### config.mk
export PLATFORM = sky130hd
export DESIGN_NAME = aibcr3pnr_dll_lock_seq
export DESIGN_NICKNAME = d
export VERILOG_FILES = /design/src/rtl/aibcr3pnr_dll_lock_seq.sv
export SDC_FILE = /design/constraint.sdc
export NUM_CORES = 1
export LEC_CHECK = 0
export BUFFER_PORTS_ARGS = -buffer_cell sky130_fd_sc_hd__buf_2
export CAP_MARGIN = 10
export CORE_UTILIZATION = 30
export DETAILED_ROUTE_END_ITERATION = 10
export PLACE_DENSITY = 0.56
export SLEW_MARGIN = 20
export SYNTH_ARGS = -nofsm -noshare
export SYNTH_HDL_FRONTEND = slang
export SYNTH_SLANG_ARGS = --single-unit
### constraint.sdc
create_clock -name clk -period 3 [get_ports clk]
set_input_delay 0.3 -clock clk [delete_from_list [all_inputs] [get_ports clk]]
set_output_delay 0.3 -clock clk [all_outputs]
set_load 0.05 [all_outputs]
### src/rtl/aibcr3pnr_dll_lock_seq.sv
// DLL lock sequencer: reset, settle, calibrate with retries, then track lock.
// All outputs are flops updated from the next-state decision.
module aibcr3pnr_dll_lock_seq #(
    parameter int unsigned RST_CYC     = 4,
    parameter int unsigned LOCK_STABLE = 8
) (
    input  logic        clk,
    input  logic        rst,
    input  logic        start,
    input  logic        dll_lock,
    input  logic [7:0]  settle_cnt,
    input  logic [11:0] lock_timeout,
    input  logic [2:0]  max_retry,
    output logic        dll_rstn_req,
    output logic        dll_cal_en,
    output logic        dll_locked,
    output logic        dll_fail,
    output logic        lock_lost,
    output logic [2:0]  retry_cnt,
    output logic [2:0]  seq_state
);

    typedef enum logic [2:0] {
        IDLE   = 3'd0,
        RST    = 3'd1,
        SETTLE = 3'd2,
        CAL    = 3'd3,
        LOCKED = 3'd4,
        FAIL   = 3'd5
    } state_e;

    localparam logic [12:0] RST_LAST = 13'(RST_CYC - 1);
    localparam logic [3:0]  STABLE   = 4'(LOCK_STABLE);

    state_e      state_q, state_d;
    logic [12:0] cnt_q, cnt_d;
    logic [3:0]  stab_q, stab_d;
    logic [2:0]  retry_q, retry_d;
    logic        lost_d;

    logic [12:0] tmo_lim;
    logic [12:0] settle_last;
    logic [12:0] cnt_inc;
    logic [3:0]  stab_inc;
    logic [3:0]  drop_inc;

    always_comb begin
        // lock_timeout of zero stands for the full 4096-cycle window
        tmo_lim     = (lock_timeout == 12'd0) ? 13'd4096 : {1'b0, lock_timeout};
        settle_last = (settle_cnt == 8'd0) ? 13'd0
                                           : {5'd0, settle_cnt} - 13'd1;
        cnt_inc     = cnt_q + 13'd1;
        stab_inc    = dll_lock ? stab_q + 4'd1 : 4'd0;
        drop_inc    = dll_lock ? 4'd0 : stab_q + 4'd1;

        state_d = state_q;
        cnt_d   = cnt_q;
        stab_d  = stab_q;
        retry_d = retry_q;
        lost_d  = 1'b0;

        if (!start) begin
            state_d = IDLE;
            cnt_d   = '0;
            stab_d  = '0;
            retry_d = '0;
        end else begin
            case (state_q)
                IDLE: begin
                    state_d = RST;
                    cnt_d   = '0;
                    stab_d  = '0;
                    retry_d = '0;
                end
                RST: begin
                    if (cnt_q >= RST_LAST) begin
                        state_d = SETTLE;
                        cnt_d   = '0;
                    end else begin
                        cnt_d = cnt_inc;
                    end
                end
                SETTLE: begin
                    if (cnt_q >= settle_last) begin
                        state_d = CAL;
                        cnt_d   = '0;
                        stab_d  = '0;
                    end else begin
                        cnt_d = cnt_inc;
                    end
                end
                CAL: begin
                    cnt_d  = cnt_inc;
                    stab_d = stab_inc;
                    // Lock qualification beats a simultaneous timeout
                    if (stab_inc >= STABLE) begin
                        state_d = LOCKED;
                        cnt_d   = '0;
                        stab_d  = '0;
                    end else if (cnt_inc >= tmo_lim) begin
                        cnt_d  = '0;
                        stab_d = '0;
                        if (retry_q < max_retry) begin
                            state_d = RST;
                            retry_d = (retry_q == 3'd7) ? 3'd7 : retry_q + 3'd1;
                        end else begin
                            state_d = FAIL;
                        end
                    end
                end
                LOCKED: begin
                    stab_d = drop_inc;
                    if (drop_inc >= STABLE) begin
                        state_d = RST;
                        lost_d  = 1'b1;
                        retry_d = '0;
                        stab_d  = '0;
                        cnt_d   = '0;
                    end
                end
                FAIL: begin
                    state_d = FAIL;
                end
                default: begin
                    state_d = IDLE;
                    cnt_d   = '0;
                    stab_d  = '0;
                    retry_d = '0;
                end
            endcase
        end
    end

    always_ff @(posedge clk or posedge rst) begin
        if (rst) begin
            state_q      <= IDLE;
            cnt_q        <= '0;
            stab_q       <= '0;
            retry_q      <= '0;
            dll_rstn_req <= 1'b0;
            dll_cal_en   <= 1'b0;
            dll_locked   <= 1'b0;
            dll_fail     <= 1'b0;
            lock_lost    <= 1'b0;
        end else begin
            state_q      <= state_d;
            cnt_q        <= cnt_d;
            stab_q       <= stab_d;
            retry_q      <= retry_d;
            dll_rstn_req <= (state_d == SETTLE) || (state_d == CAL) ||
                            (state_d == LOCKED);
            dll_cal_en   <= (state_d == CAL) || (state_d == LOCKED);
            dll_locked   <= (state_d == LOCKED);
            dll_fail     <= (state_d == FAIL);
            lock_lost    <= lost_d;
        end
    end

    assign retry_cnt = retry_q;
    assign seq_state = state_q;

endmodule

# Yosys cells after proc, flatten, opt, wreduce, memory -nomap -nowiden
# Cells that the tools add are included.
# totals
romBits,0
mem_count,0
ram_bits,0
reg_bits,28
out_inout_bits,11
latchBits,0
# classes
n_shift,0
magnitude_cmp,6
bitwise,0
add_sub_neg,4
multipliers,0
n_mux,35
eq_ne,18
n_reduce_logical,11
n_div,0
# ops
cell,n
13-bit 2-to-1 mux,8
13-bit one-hot mux with 5 select lines,1
3-bit 2-to-1 mux,13
4-bit 2-to-1 mux,7
13-bit >= comparator,2
3-bit one-hot mux with 6 select lines,1
4-bit one-hot mux with 4 select lines,1
3-bit equality test (second input constant),5
3-bit != test (second input constant),5
13-bit by 1-bit adder with 13-bit output (second input constant),1
13-bit by 2-bit >= comparator with 1-bit output (second input constant),1
3-bit by 2-bit equality test with 1-bit output (second input constant),4
12-bit logical NOT,1
3-bit one-hot mux with 3 select lines,1
8-bit by 1-bit subtractor with 9-bit output (second input constant),1
4-bit >= comparator (second input constant),2
8-bit logical NOT,1
2-bit != test (second input constant),3
5-bit AND reduction,1
4-bit by 1-bit adder with 4-bit output (second input constant),1
2-bit AND reduction,2
3-bit by 1-bit adder with 3-bit output (second input constant),1
3-bit by 1-bit equality test with 1-bit output (second input constant),1
3-bit logical NOT,1
5 further kinds,9

# Depth between registers and ports, before layout
# depth
ltp_word,10
ltp_mapped,15
ltp_nobuf,14

# Worst setup path after synthesis
# Ideal clock, no wire load.
# synth_timing
path_type,register -> register
from,register cnt_q[0]
to,register cnt_q[0]
setup_time_ns,0.125
path_stages_with_launch,15
path_slack_ns,-0.018
arrival_time_ns,2.893
cell_sequence,dfrtp_1 ha_1 and3_1 and3_1 nand3_1 and2_1 or2_2 ha_1 nand4_1 nor3_1 a21oi_1 nand4_1 a31oi_2 buf_4 mux2_2
# synth_between
elab_chain_cells,6
word_cells_on_any_way,10
classes_between,add/sub: 1; order compare: 3; mux: 6
# synth_rtl
item,line,rtl
start: declaration,36,"logic [12:0] cnt_q, cnt_d;"
start signal: assignment,147,cnt_q <= cnt_d;
13-bit by 1-bit adder with 13-bit output,52,cnt_inc = cnt_q + 13'd1;
13-bit >= comparator,100,end else if (cnt_inc >= tmo_lim) begin
13-bit 2-to-1 mux,100,
13-bit 2-to-1 mux,96,if (stab_inc >= STABLE) begin
13-bit one-hot mux with 5 select lines (*),68,case (state_q)
13-bit 2-to-1 mux (*),62,if (!start) begin
# Mark *: on every way between the ends. The rest lies on a longest branch, timed or not.
# A chain may end at the register's enable or synchronous reset.

# Worst setup path after layout
# layout_timing
from,register cnt_q[1]
to,register cnt_q[9]
# Same word-level chain as after synthesis.

==> results.json <==
{
  "status": "complete, but fails checks",
  "violations": "setup timing",
  "synth_commonest_cells": "nand2_1, ha_1, a21oi_1, dfrtp_1, inv_1",
  "synth.area.top_cells": "dfrtp_1, ha_1, a21oi_1",
  "drc": 0,
  "portBuffers": 37,
  "finalHoldViolCount": 0,
  "die_y_um": 92.5,
  "post_dp_cell_area_um2": 2970,
  "cts_tree": "done",
  "grt_pass1_vias": 2331,
  "seqPwrFrac_pct": 46.7,
  "placed_cells": 468,
  "hold_path.class": "in2async",
  "syn_inst": 303,
  "antenna_found_initial": 0,
  "fin_cells": 476,
  "fin_hold_ws_ps": 66.6,
  "cts_inserted_buffers": 3,
  "stdcell_area_um2": 3200,
  "drv_slew": 0,
  "core_area_um2": 7810,
  "vias": 2345,
  "clk_latency_ps": 280,
  "total_power_mw": 0.817,
  "finalClockSkew_ps": 3.20,
  "final.setup.tns_ps": -48.0,
  "grt.overflow.total": 0,
  "syn-cell-area_um2": 2460,
  "setup_viol": 3,
  "power.share.switching_pct": 25.3,
  "cap_violations": 0,
  "start_util_pct": 31.5,
  "h-tree-depth": 1,
  "avgSynthCellArea_um2": 8.11,
  "multi_input_area_um2": 1800,
  "wl_mm": 6.26,
  "regArea_um2": 701,
  "endpoint_kind": "flip-flop",
  "yosysMostFrequentCell": "nand2_1",
  "setup_ws_ps": -35.0,
  "worst_ir_drop_vdd_mv": 0.235,
  "rsz0062_at_grt": "yes",
  "drt-initial-drc-count": 154,
  "ant_nets": 0,
  "clk_path_buf_depth": 2,
  "critPathKind": "reg2reg",
  "max_freq_mhz": 329,
  "wire_per_inst_um": 13.2,
  "grt_first_pass_wirelength_mm": 10.6,
  "fill_cells": 825,
  "area_delta_synth_final_pct": 30.1,
  "worstPathArrival_ps": 3220,
  "yosys_register_bits": 28,
  "ys.flop_type": "dfrtp_1",
  "ys_seq_area_share_pct": 28.5,
  "num_antenna_cells": 0,
  "dp_hpwl_mm": 4.93,
  "cts_sinks": 28,
  "place_ws_ps": -217,
  "place.gp.congestion": 0.797,
  "critPathMaxFanout": 6,
  "drive_above_1_share_pct": 29.9,
  "core.rowCount": 32,
  "grt_max_degree": 29,
  "ctsHoldBuffers": 0,
  "period_share_pct": 101,
  "drt_pass1_iterations": 4,
  "ys_types": 48,
  "async_reset_ff_share_pct": 100,
  "die_x_um": 92.5,
  "worst_setup_path_start_kind": "flip-flop",
  "pin_count": 38,
  "fin_util_pct": 41.0,
  "clk_pin_slew_worst_paths_ps": 110,
  "final_nets": 434,
  "internal-power_mw": 0.611,
  "cts-root-buf": "clkbuf_8",
  "die_area_um2": 8560,
  "p_leak_nw": 1.69,
  "synth_top_area_cell": "dfrtp_1",
  "p_per_area_nw_per_um2": 256,
  "fin_crit_ps": 3040,
  "synth.top_cell.area_share_pct": 28.5,
  "power_frac_comb_pct": 15.1,
  "avgViaCountPerCell": 4.93,
  "required_ps": 3180,
  "synth_edf_count": 0,
  "yosys_warnings": 0,
  "grt_usage_pct": 15.4,
  "clkPwrFrac_pct": 38.2,
  "power.switching_mw": 0.207
}
==> final timing paths <==
path,start,end,slack [ps],cells past startpoint
max,cnt_q[1]$_DFFE_PP0P_,cnt_q[9]$_DFFE_PP0P_,-40,15
min,rst,cnt_q[10]$_DFFE_PP0P_,70,3
max reg2reg,cnt_q[1]$_DFFE_PP0P_,cnt_q[9]$_DFFE_PP0P_,-40,15
min reg2reg,stab_q[2]$_DFFE_PP0P_,stab_q[2]$_DFFE_PP0P_,560,2
max in group asynchronous,rst,cnt_q[5]$_DFFE_PP0P_,2650,3
min in group clk,start,seq_state[0]$_DFF_PP0_,350,3
==> logic make-up (layout without fill, tap and decap cells) <==
kind of cell             after synthesis  after routing  synth area share [%]
XOR/XNOR                              10             10                  3.87
AND/OR/NAND/NOR                      128            128                  26.5
buffers and inverters                 28             95                  4.53
AO/OA/AOI/OAI                         75             75                  19.7
adder cells (fa/ha/maj)               32             32                  16.3
multiplexers                           1              1                 0.458
flip-flops                            28             28                  28.5
other                                  1              5                 0.153
==> power by group through the flow <==
stage / clock [mW] / sequential, mW / combinational (mW)
2_1_floorplan: 0 / 0.391 / 0.0673
3_5_place_dp: 0 / 0.389 / 0.120
3_3_place_gp: 0 / 0.389 / 0.119
4_1_cts: 0.320 / 0.382 / 0.123
5_1_grt: 0.327 / 0.383 / 0.142
6_report: 0.312 / 0.382 / 0.123
==> layout make-up <==
class,instances,share of cell area (%)
multi-input combinational,251,56.1
sequential,28,21.9
timing repair buffer,68,13.1
tap,102,3.99
inverter,23,2.70
clock buffer,3,1.29
clock inverter,1,0.939
==> cells in the final DEF, fill, tap and decap left out, types with 2 or more instances in the layout <==
cell,instances
and3_4,2
ha_1,28
nor2b_1,4
nand3_1,11
a21o_1,6
nand4_1,5
nor4_1,7
nor3_2,2
or2_2,5
buf_2,37
clkbuf_8,3
nand2_1,36
nand3b_1,2
or3_1,3
or2_4,3
o21ai_0,12
xor2_1,5
xnor2_1,3
nor2_2,2
o21a_1,4
a21boi_1,2
inv_1,22
ha_4,3
nor3_1,5
buf_4,31
and2_1,3
conb_1,5
nor2_1,19
a22o_1,6
nand3_2,2
o21ai_1,2
and2_4,2
a32o_1,2
dfrtp_1,28
a21oi_1,27
nand2b_1,6
==> layer usage <==
metal  part of all wire, %  up-vias  track usage [%]
met4                   1.5        0             4.95
met2                    47       33             25.7
met3                   2.0        6             1.07
met1                    50     1092             20.9
met5                     0        -                0
li1                      -     1214                -
==> worst max-delay path, stage by stage, from the launching register on <==
cell,delay [ps]
dfrtp_1,370
ha_2,190
and3_4,190
and3_4,210
nand3_4,80
and2_4,170
or2_4,260
ha_4,270
nand4_1,160
nor3_4,210
a21oi_2,100
nand4_1,150
a31oi_2,110
buf_4,170
a21boi_2,150
a21o_1,150
==> repair_timing <==
| action | 4_1_cts | 5_1_grt |
|---|---|---|
| pin swaps | 7 | 3 |
| gates resized for setup | 18 | 13 |
| setup endpoints to repair | 24 | 25 |
| setup buffers | 3 | 1 |
==> flip-flops by register name (all words and copies together), names as in the netlist <==
signal and flops:
cnt_q 13, dll_cal_en 1, dll_fail 1, dll_locked 1
dll_rstn_req 1, lock_lost 1, retry_cnt 3, seq_state 3
stab_q 4
No activity file was read; power rests on OpenSTA's default activity.
